`src/rtl/weight_fetch_ctrl.sv`:
```
// Weight SRAM read controller: streams a row range into a credit-managed FIFO
// feeding the PE weight-load port. Optional stall counter: WFETCH_STALL_CNT_EN.
module weight_fetch_ctrl #(
  parameter int ADDR_W     = 17,
  parameter int DATA_W     = 100,
  parameter int LEN_W      = 15,
  parameter int FIFO_DEPTH = 4
) (
  input  logic              clk,
  input  logic              rst_n,
  input  logic              start,
  input  logic [ADDR_W-1:0] base_addr,
  input  logic [LEN_W-1:0]  num_rows,
  input  logic              abort,
  output logic              sram_csb,
  output logic [ADDR_W-1:0] sram_raddr,
  input  logic [DATA_W-1:0] sram_rdata,
  output logic              w_valid,
  input  logic              w_ready,
  output logic [DATA_W-1:0] w_data,
  output logic              busy,
  output logic              done
`ifdef WFETCH_STALL_CNT_EN
  ,
  output logic [31:0]       stall_cnt
`endif
);

  localparam int PTR_W = (FIFO_DEPTH > 1) ? $clog2(FIFO_DEPTH) : 1;
  localparam int CNT_W = PTR_W + 1;

  localparam logic [1:0] S_IDLE  = 2'd0;
  localparam logic [1:0] S_FETCH = 2'd1;
  localparam logic [1:0] S_DRAIN = 2'd2;
  localparam logic [1:0] S_DONE  = 2'd3;

  logic [1:0]        r_state;
  logic [1:0]        w_state_nxt;
  logic [ADDR_W-1:0] r_rd_ptr;
  logic [ADDR_W-1:0] r_raddr;
  logic [LEN_W-1:0]  r_rem_cnt;
  logic              r_inflight;
  logic [DATA_W-1:0] r_mem [FIFO_DEPTH];
  logic [PTR_W-1:0]  r_wr_idx;
  logic [PTR_W-1:0]  r_rd_idx;
  logic [CNT_W-1:0]  r_cnt;

  logic w_busy;
  logic w_abort;
  logic w_issue;
  logic w_push;
  logic w_pop;
  logic w_start_ok;

  assign w_busy     = (r_state == S_FETCH) || (r_state == S_DRAIN);
  assign w_abort    = abort && w_busy;
  assign w_start_ok = (r_state == S_IDLE) && start;
  // Credit uses registered occupancy only, so a same-cycle pop never frees a slot.
  assign w_issue    = (r_state == S_FETCH) && !abort && (r_rem_cnt != '0) &&
                      ((r_cnt + CNT_W'(r_inflight)) < CNT_W'(FIFO_DEPTH));
  assign w_push     = r_inflight;
  assign w_pop      = (r_cnt != '0) && w_ready;

  always_comb begin
    w_state_nxt = r_state;
    case (r_state)
      S_IDLE:
        if (start) w_state_nxt = (num_rows == '0) ? S_DONE : S_FETCH;
      S_FETCH:
        if (abort) w_state_nxt = S_IDLE;
        else if (w_issue && (r_rem_cnt == LEN_W'(1))) w_state_nxt = S_DRAIN;
      S_DRAIN:
        if (abort) w_state_nxt = S_IDLE;
        else if (!r_inflight && ((r_cnt - CNT_W'(w_pop)) == '0)) w_state_nxt = S_DONE;
      default:
        w_state_nxt = S_IDLE;
    endcase
  end

  always_ff @(posedge clk) begin
    if (!rst_n) begin
      r_state    <= S_IDLE;
      r_rd_ptr   <= '0;
      r_raddr    <= '0;
      r_rem_cnt  <= '0;
      r_inflight <= 1'b0;
      r_wr_idx   <= '0;
      r_rd_idx   <= '0;
      r_cnt      <= '0;
      for (int unsigned i = 0; i < FIFO_DEPTH; i++) r_mem[i] <= '0;
    end else begin
      r_state    <= w_state_nxt;
      r_inflight <= w_issue;
      if (w_start_ok) begin
        r_rd_ptr  <= base_addr;
        r_rem_cnt <= num_rows;
      end else if (w_issue) begin
        r_rd_ptr  <= r_rd_ptr + 1'b1;
        r_rem_cnt <= r_rem_cnt - 1'b1;
        r_raddr   <= r_rd_ptr;
      end
      if (w_abort) begin
        r_wr_idx <= '0;
        r_rd_idx <= '0;
        r_cnt    <= '0;
      end else begin
        if (w_push) begin
          r_mem[r_wr_idx] <= sram_rdata;
          r_wr_idx        <= r_wr_idx + 1'b1;
        end
        if (w_pop) r_rd_idx <= r_rd_idx + 1'b1;
        r_cnt <= r_cnt + CNT_W'(w_push) - CNT_W'(w_pop);
      end
    end
  end

  // Address holds the last issued row between issues.
  assign sram_csb   = !w_issue;
  assign sram_raddr = w_issue ? r_rd_ptr : r_raddr;
  assign w_valid    = (r_cnt != '0);
  assign w_data     = r_mem[r_rd_idx];
  assign busy       = w_busy;
  assign done       = (r_state == S_DONE);

`ifdef WFETCH_STALL_CNT_EN
  logic [31:0] r_stall_cnt;

  always_ff @(posedge clk) begin
    if (!rst_n) begin
      r_stall_cnt <= '0;
    end else if (w_start_ok) begin
      r_stall_cnt <= '0;
    end else if (w_busy && w_valid && !w_ready && (r_stall_cnt != '1)) begin
      r_stall_cnt <= r_stall_cnt + 1'b1;
    end
  end

  assign stall_cnt = r_stall_cnt;
`endif

endmodule

```
`config.mk`:
```
export PLATFORM = sky130hd
export DESIGN_NAME = weight_fetch_ctrl
export DESIGN_NICKNAME = d
export VERILOG_FILES = /design/src/rtl/weight_fetch_ctrl.sv
export SDC_FILE = /design/constraint.sdc
export NUM_CORES = 1
export LEC_CHECK = 0
export CAP_MARGIN = 20
export CORE_MARGIN = 2
export CORE_UTILIZATION = 56
export DETAILED_ROUTE_END_ITERATION = 10
export PLACE_DENSITY = 0.81
export SYNTH_ARGS = -nofsm -noshare
export SYNTH_HDL_FRONTEND = slang
export SYNTH_SLANG_ARGS = --single-unit
```
`constraint.sdc`:
```
create_clock -name clk -period 6 [get_ports clk]
set_input_delay 1.8 -clock clk [delete_from_list [all_inputs] [get_ports clk]]
set_output_delay 1.8 -clock clk [all_outputs]
set_load 0.02 [all_outputs]
```
# Yosys cells after proc, flatten, opt, wreduce, memory -nomap -nowiden
# Memories as Yosys holds them, arrays and structs flattened. A register that Yosys moved wholly into a read port is not among the register bits.
# Cells that the tools add are included.
dict set report word_totals {
  output_inout_bits 121
  mem_bits_ro 0
  latch_bits 0
  mem_bits_rw 400
  mem_count 1
  reg_bits 59
}
# memory words width rd rd_clocked_by_memory_dff wr line
set memory_table {}
lappend memory_table {r_mem 4 100 1 1 4 43} ;# logic [DATA_W-1:0] r_mem [FIFO_DEPTH];
dict set report classes {
  multipliers 0
  n_lt_le_gt_ge 1
  n_addsub 7
  shift 0
  n_div 0
  mux 22
  n_eq_ne 7
  bitwise_logic 1
  reduce_logical 21
}
# op n
set op_table {}
lappend op_table {{two-way mux 100 bit} 1}
lappend op_table {{OR reduction 100 bit} 1}
lappend op_table {{two-way mux 17 bit} 3}
lappend op_table {{two-way mux 15 bit} 2}
lappend op_table {{two-way mux 2 bit} 9}
lappend op_table {{adder 17 x 1 -> 17 bit, second input constant} 1}
lappend op_table {{== test 15 x 1 -> 1 bit, second input constant} 1}
lappend op_table {{zero test 15 bit} 1}
lappend op_table {{nonzero test 15 bit} 1}
lappend op_table {{subtractor 15 x 1 -> 15 bit, second input constant} 1}
lappend op_table {{logical AND 1 bit} 8}
lappend op_table {{two-way mux 1 bit} 6}
lappend op_table {{inequality test 3 x 2 -> 1 bit, second input constant} 2}
lappend op_table {{case mux 2 bit (3 select lines)} 1}
lappend op_table {{subtractor 3 x 1 -> 3 bit} 2}
lappend op_table {{adder 2 x 1 -> 2 bit, second input constant} 2}
lappend op_table {{== test 2 bit, second input constant} 2}
lappend op_table {{adder 3 x 1 -> 3 bit} 1}
lappend op_table {{zero test 1 bit} 3}
lappend op_table {{zero test 3 bit} 1}
lappend op_table {{< comparator 3 bit, second input constant} 1}
lappend op_table {{AND reduction 3 bit} 1}
lappend op_table {{nonzero test 3 bit} 1}
lappend op_table {{== test 2 x 1 -> 1 bit, second input constant} 1}
lappend op_table {{6 further kinds} 6}

# Longest topological paths before layout
dict set report depth {
  ltp_word 8
  depth_mapped 9
  mapped_depth_nobuf 8
}

# Least setup slack after synthesis
# OpenSTA, ideal clock, no wires.
dict set report synth_timing {
  path_kind {input-to-reg}
  from {input rst_n}
  to {memory r_mem[2][0], enable pin}
  t_required_ns 5.524
  slack_ns 0.396
  t_arrival_ns 5.129
  stages 5
  setup_ns 0.476
  cell_sequence {clkbuf_1 > nand3_1 > nor3b_1 > clkbuf_1 > nand2b_1}
}
# element line
set synth_rtl {}
lappend synth_rtl {{from (decl)} 10} ;# input logic rst_n,
lappend synth_rtl {{to (decl)} 43}

# Final worst setup path
dict set report layout_timing {
  from {input abort}
  to {output sram_raddr[16]}
}
dict set report layout_via {
  elab_chain_len 5
}
# element line
set layout_lines {}
lappend layout_lines {{from (decl)} 14} ;# input logic abort,
lappend layout_lines {{zero test 1 bit} 59} ;# assign w_issue = (r_state == S_FETCH) && !abort && (r_rem_cnt != '0) &&
lappend layout_lines {{logical AND 1 bit (3 in a row)} 59}
lappend layout_lines {{two-way mux 17 bit} -}
lappend layout_lines {{to (decl)} 16} ;# output logic [ADDR_W-1:0] sram_raddr,
# No other way between the ends.

==> results.cfg <==
[timing]
max_freq_mhz = 175.3
setup_viol = 0
relSlewSlack = 0.2803
final_hold_viol_count = 0
setup_total_negative_slack_ps = 0
final.setup.worst_slack_ps = 296.8
finalClockSkew_ps = 19.24
final.hold.worst_slack_ps = 456.0
unrepaired_setup_endpoints_after_global_routing = no
fin_crit_ps = 5703
worst_pin_slew_ps = 1078
max_transition_viols_final = 0
final_min_period_over_clock_period = 0.9505

[logic_synthesis]
synth_xor_area_frac = 0.01250
fraction_of_the_yosys_area_taken_by_sequential_cells = 0.6511
yosysWarningCount = 0
synth.mux.area_fraction = 0.1213
yosys_most_used_dff = edfxtp_1
synth_edf_count = 400
main_combinational_cell_family_by_area_after_synthesis = simple AND/OR/NAND/NOR gates
synth_compound_gate_area_share = 0.03244
synth-seq-cells = 461
synth_fa_ha_area_frac = 0.007387
synthSimpleGateAreaFrac = 0.1566
async_flop_share = 0
mappedNetlistNets = 1515
syn_area_per_cell_um2 = 14.88
mapped_area_mm2 = 0.02032
netlist_instances = 1366
synth.distinct_cells = 48

[cells_and_area]
register_area_mm2 = 0.01324
postLayoutCellArea_mm2 = 0.02499
stdcell_count = 2112
nNetsFinal = 1759
most-common-layout-cells = and2_1 (401), edfxtp_1 (400), clkdlybuf4s50_1 (257), mux4_2 (100), dfxtp_1 (59)
synthToLayoutAreaGrowth_pct = 22.96
final_common_cell = and2_1
multi_input_comb_area_mm2 = 0.006764
utilization_after_layout = 0.7009
post_route_cells_drive_above_1_share = 0.1366
fillerInstances = 2332

[drt]
drcViolationCount = 0
drt-wirelength-per-cell_um = 21.52
via_per_inst = 5.745
drt_iter0_markers = 880
firstDrtPassIters = 6
postRouteAntennaNets = 0
dr_total_vias = 12134
postRouteWirelength_mm = 45.46

[placement]
placed_standard_cell_area_mm2 = 0.02350
io_buffer_count = 257
dp.cells = 2021
dp.final_hpwl_mm = 26.96
finalWeightedCongestion = 0.9007
pre_cts_ws_ps = 308.3

[run]
max_cap_violations = 0

[grt]
grt_first_pass_wirelength_mm = 70.67
first_global_vias = 12643
global_route.usage.total = 0.2417
grt_start_max_net_pins = 101
gr-total-overflow = 0
grt_antenna_before_repair = 4

[power_and_ir_drop]
total_power_mw = 8.802
p_leak_nw = 8.833
pwr_density_cell_mw_per_mm2 = 352.2
max-vdd-ir-drop_mv = 0.2669

[critical_path]
worstPathMaxFanout = 11
crit_path_start = abort
critPathLaunchType = input pin
setup.worst_path.end_class = primary output
r2r_start = r_inflight
timing.critical_path.arrival_ps = 3900
critPathRequiredTime_ps = 4200
critPathKind = input pin to primary output

[run_status]
outcome = finished clean

[floorplan]
placement_row_count = 69
die_height_um = 194.5
die-area_mm2 = 0.03783
ioPinCount = 258
die_width_um = 194.5
floorplan.initialDensity = 0.5700
core-area_mm2 = 0.03566

[worst_hold_path]
min_from = r_raddr[2]
hold_path.class = flop to flop

[clock_network]
worst_skew_pair.late_latency_ps = 550
clock_net_sink_count = 461
cts_tree = done
cts.repair.resized = 0
htree_num_levels = 2
cts_inserted_buffers = 46
cts.repair_timing.setup_buffer_count = 0
clock_path_buffers = 3
clock-root-buffer = clkbuf_16
cts_hold_buf = 0
clkSlewWorstSetupHoldPaths_ps = 60
metal layers:
metal  wire, um  up-vias  track usage
met4        903        2      0.07094
met2      22640      465       0.4171
met3       3958       79      0.05726
met1      17940     6036       0.3061
li1           -     5552            -
met5         13        -            0
kinds of logic (layout without fill, tap and decap cells):
| logic type | Yosys count | in the layout |
|---|---|---|
| AND/OR/NAND/NOR | 537 | 537 |
| flip-flops | 461 | 461 |
| multiplexers | 119 | 119 |
| AO/OA/AOI/OAI | 108 | 108 |
| buffers and inverters | 100 | 381 |
| XOR/XNOR | 29 | 29 |
| adder cells (fa/ha/maj) | 12 | 12 |
| other | 0 | 4 |
cell usage after synthesis (all sizes together) (2+ instances only):
cell / instances / area (um^2)
o41ai: 2 / 17.52
mux2: 18 / 202.7
dfxtp: 61 / 1221
or4: 6 / 48.80
o211ai: 5 / 42.54
nand2: 47 / 176.4
nand4: 9 / 56.30
nor4: 9 / 56.30
and2: 401 / 2509
nor2: 26 / 97.59
a211o: 2 / 17.52
o21ai: 31 / 155.2
nand3: 11 / 55.05
xnor2: 20 / 175.2
a211oi: 11 / 92.58
xor2: 9 / 78.83
nand2b: 5 / 31.28
edfxtp: 400 / 12010
mux4: 100 / 2252
buf: 15 / 62.56
clkbuf: 73 / 274.0
inv: 12 / 45.04
nor3b: 3 / 22.52
nor3: 6 / 30.03
o2111ai: 3 / 26.28
a31oi: 6 / 37.54
and4: 2 / 17.52
a21oi: 42 / 210.2
ha: 12 / 150.1
or3: 7 / 45.05
critical path: stages:
cell and delay (ps):
clkdlybuf4s50_1 470, nor2b_1 180, nand2_1 90, a21oi_1 220
buf_4 250, mux2_2 360, clkdlybuf4s50_1 540
state kept, by name (all words and copies together) (netlist names), named ones only:
signal / flops
r_rd_idx: 2
r_inflight: 1
r_rd_ptr: 17
r_mem: 400
r_cnt: 3
r_rem_cnt: 15
r_raddr: 17
r_state: 2
r_wr_idx: 2
power by group:
part | total, mW | switching (mW) | leakage [nW] | internal (mW)
registers | 3.91 | 0.201 | 4.63 | 3.71
clock network | 2.75 | 1.15 | 0.706 | 1.60
logic | 2.14 | 1.07 | 3.49 | 1.08
total | 8.80 | 2.42 | 8.83 | 6.38
layout make-up:
| cell class | count | share of cell area |
|---|---|---|
| Timing Repair Buffer | 284 | 0.1164 |
| Tap cell | 461 | 0.02308 |
| Clock inverter | 20 | 0.005608 |
| Clock buffer | 65 | 0.05227 |
| Multi-Input combinational cell | 805 | 0.2707 |
| Antenna cell | 4 | 0.0004005 |
| Sequential cell | 461 | 0.5298 |
| Inverter | 12 | 0.001802 |
path summary, 6_finish.rpt:
kind,end,slack (ps),cells past startpoint
worst min-delay path,r_raddr[2],460,2
worst max-delay path,sram_raddr[16],300,7
worst min register to register,r_raddr[2],460,2
worst max register to register,r_raddr[15],3270,8
(Power assumes the default switching activity.)
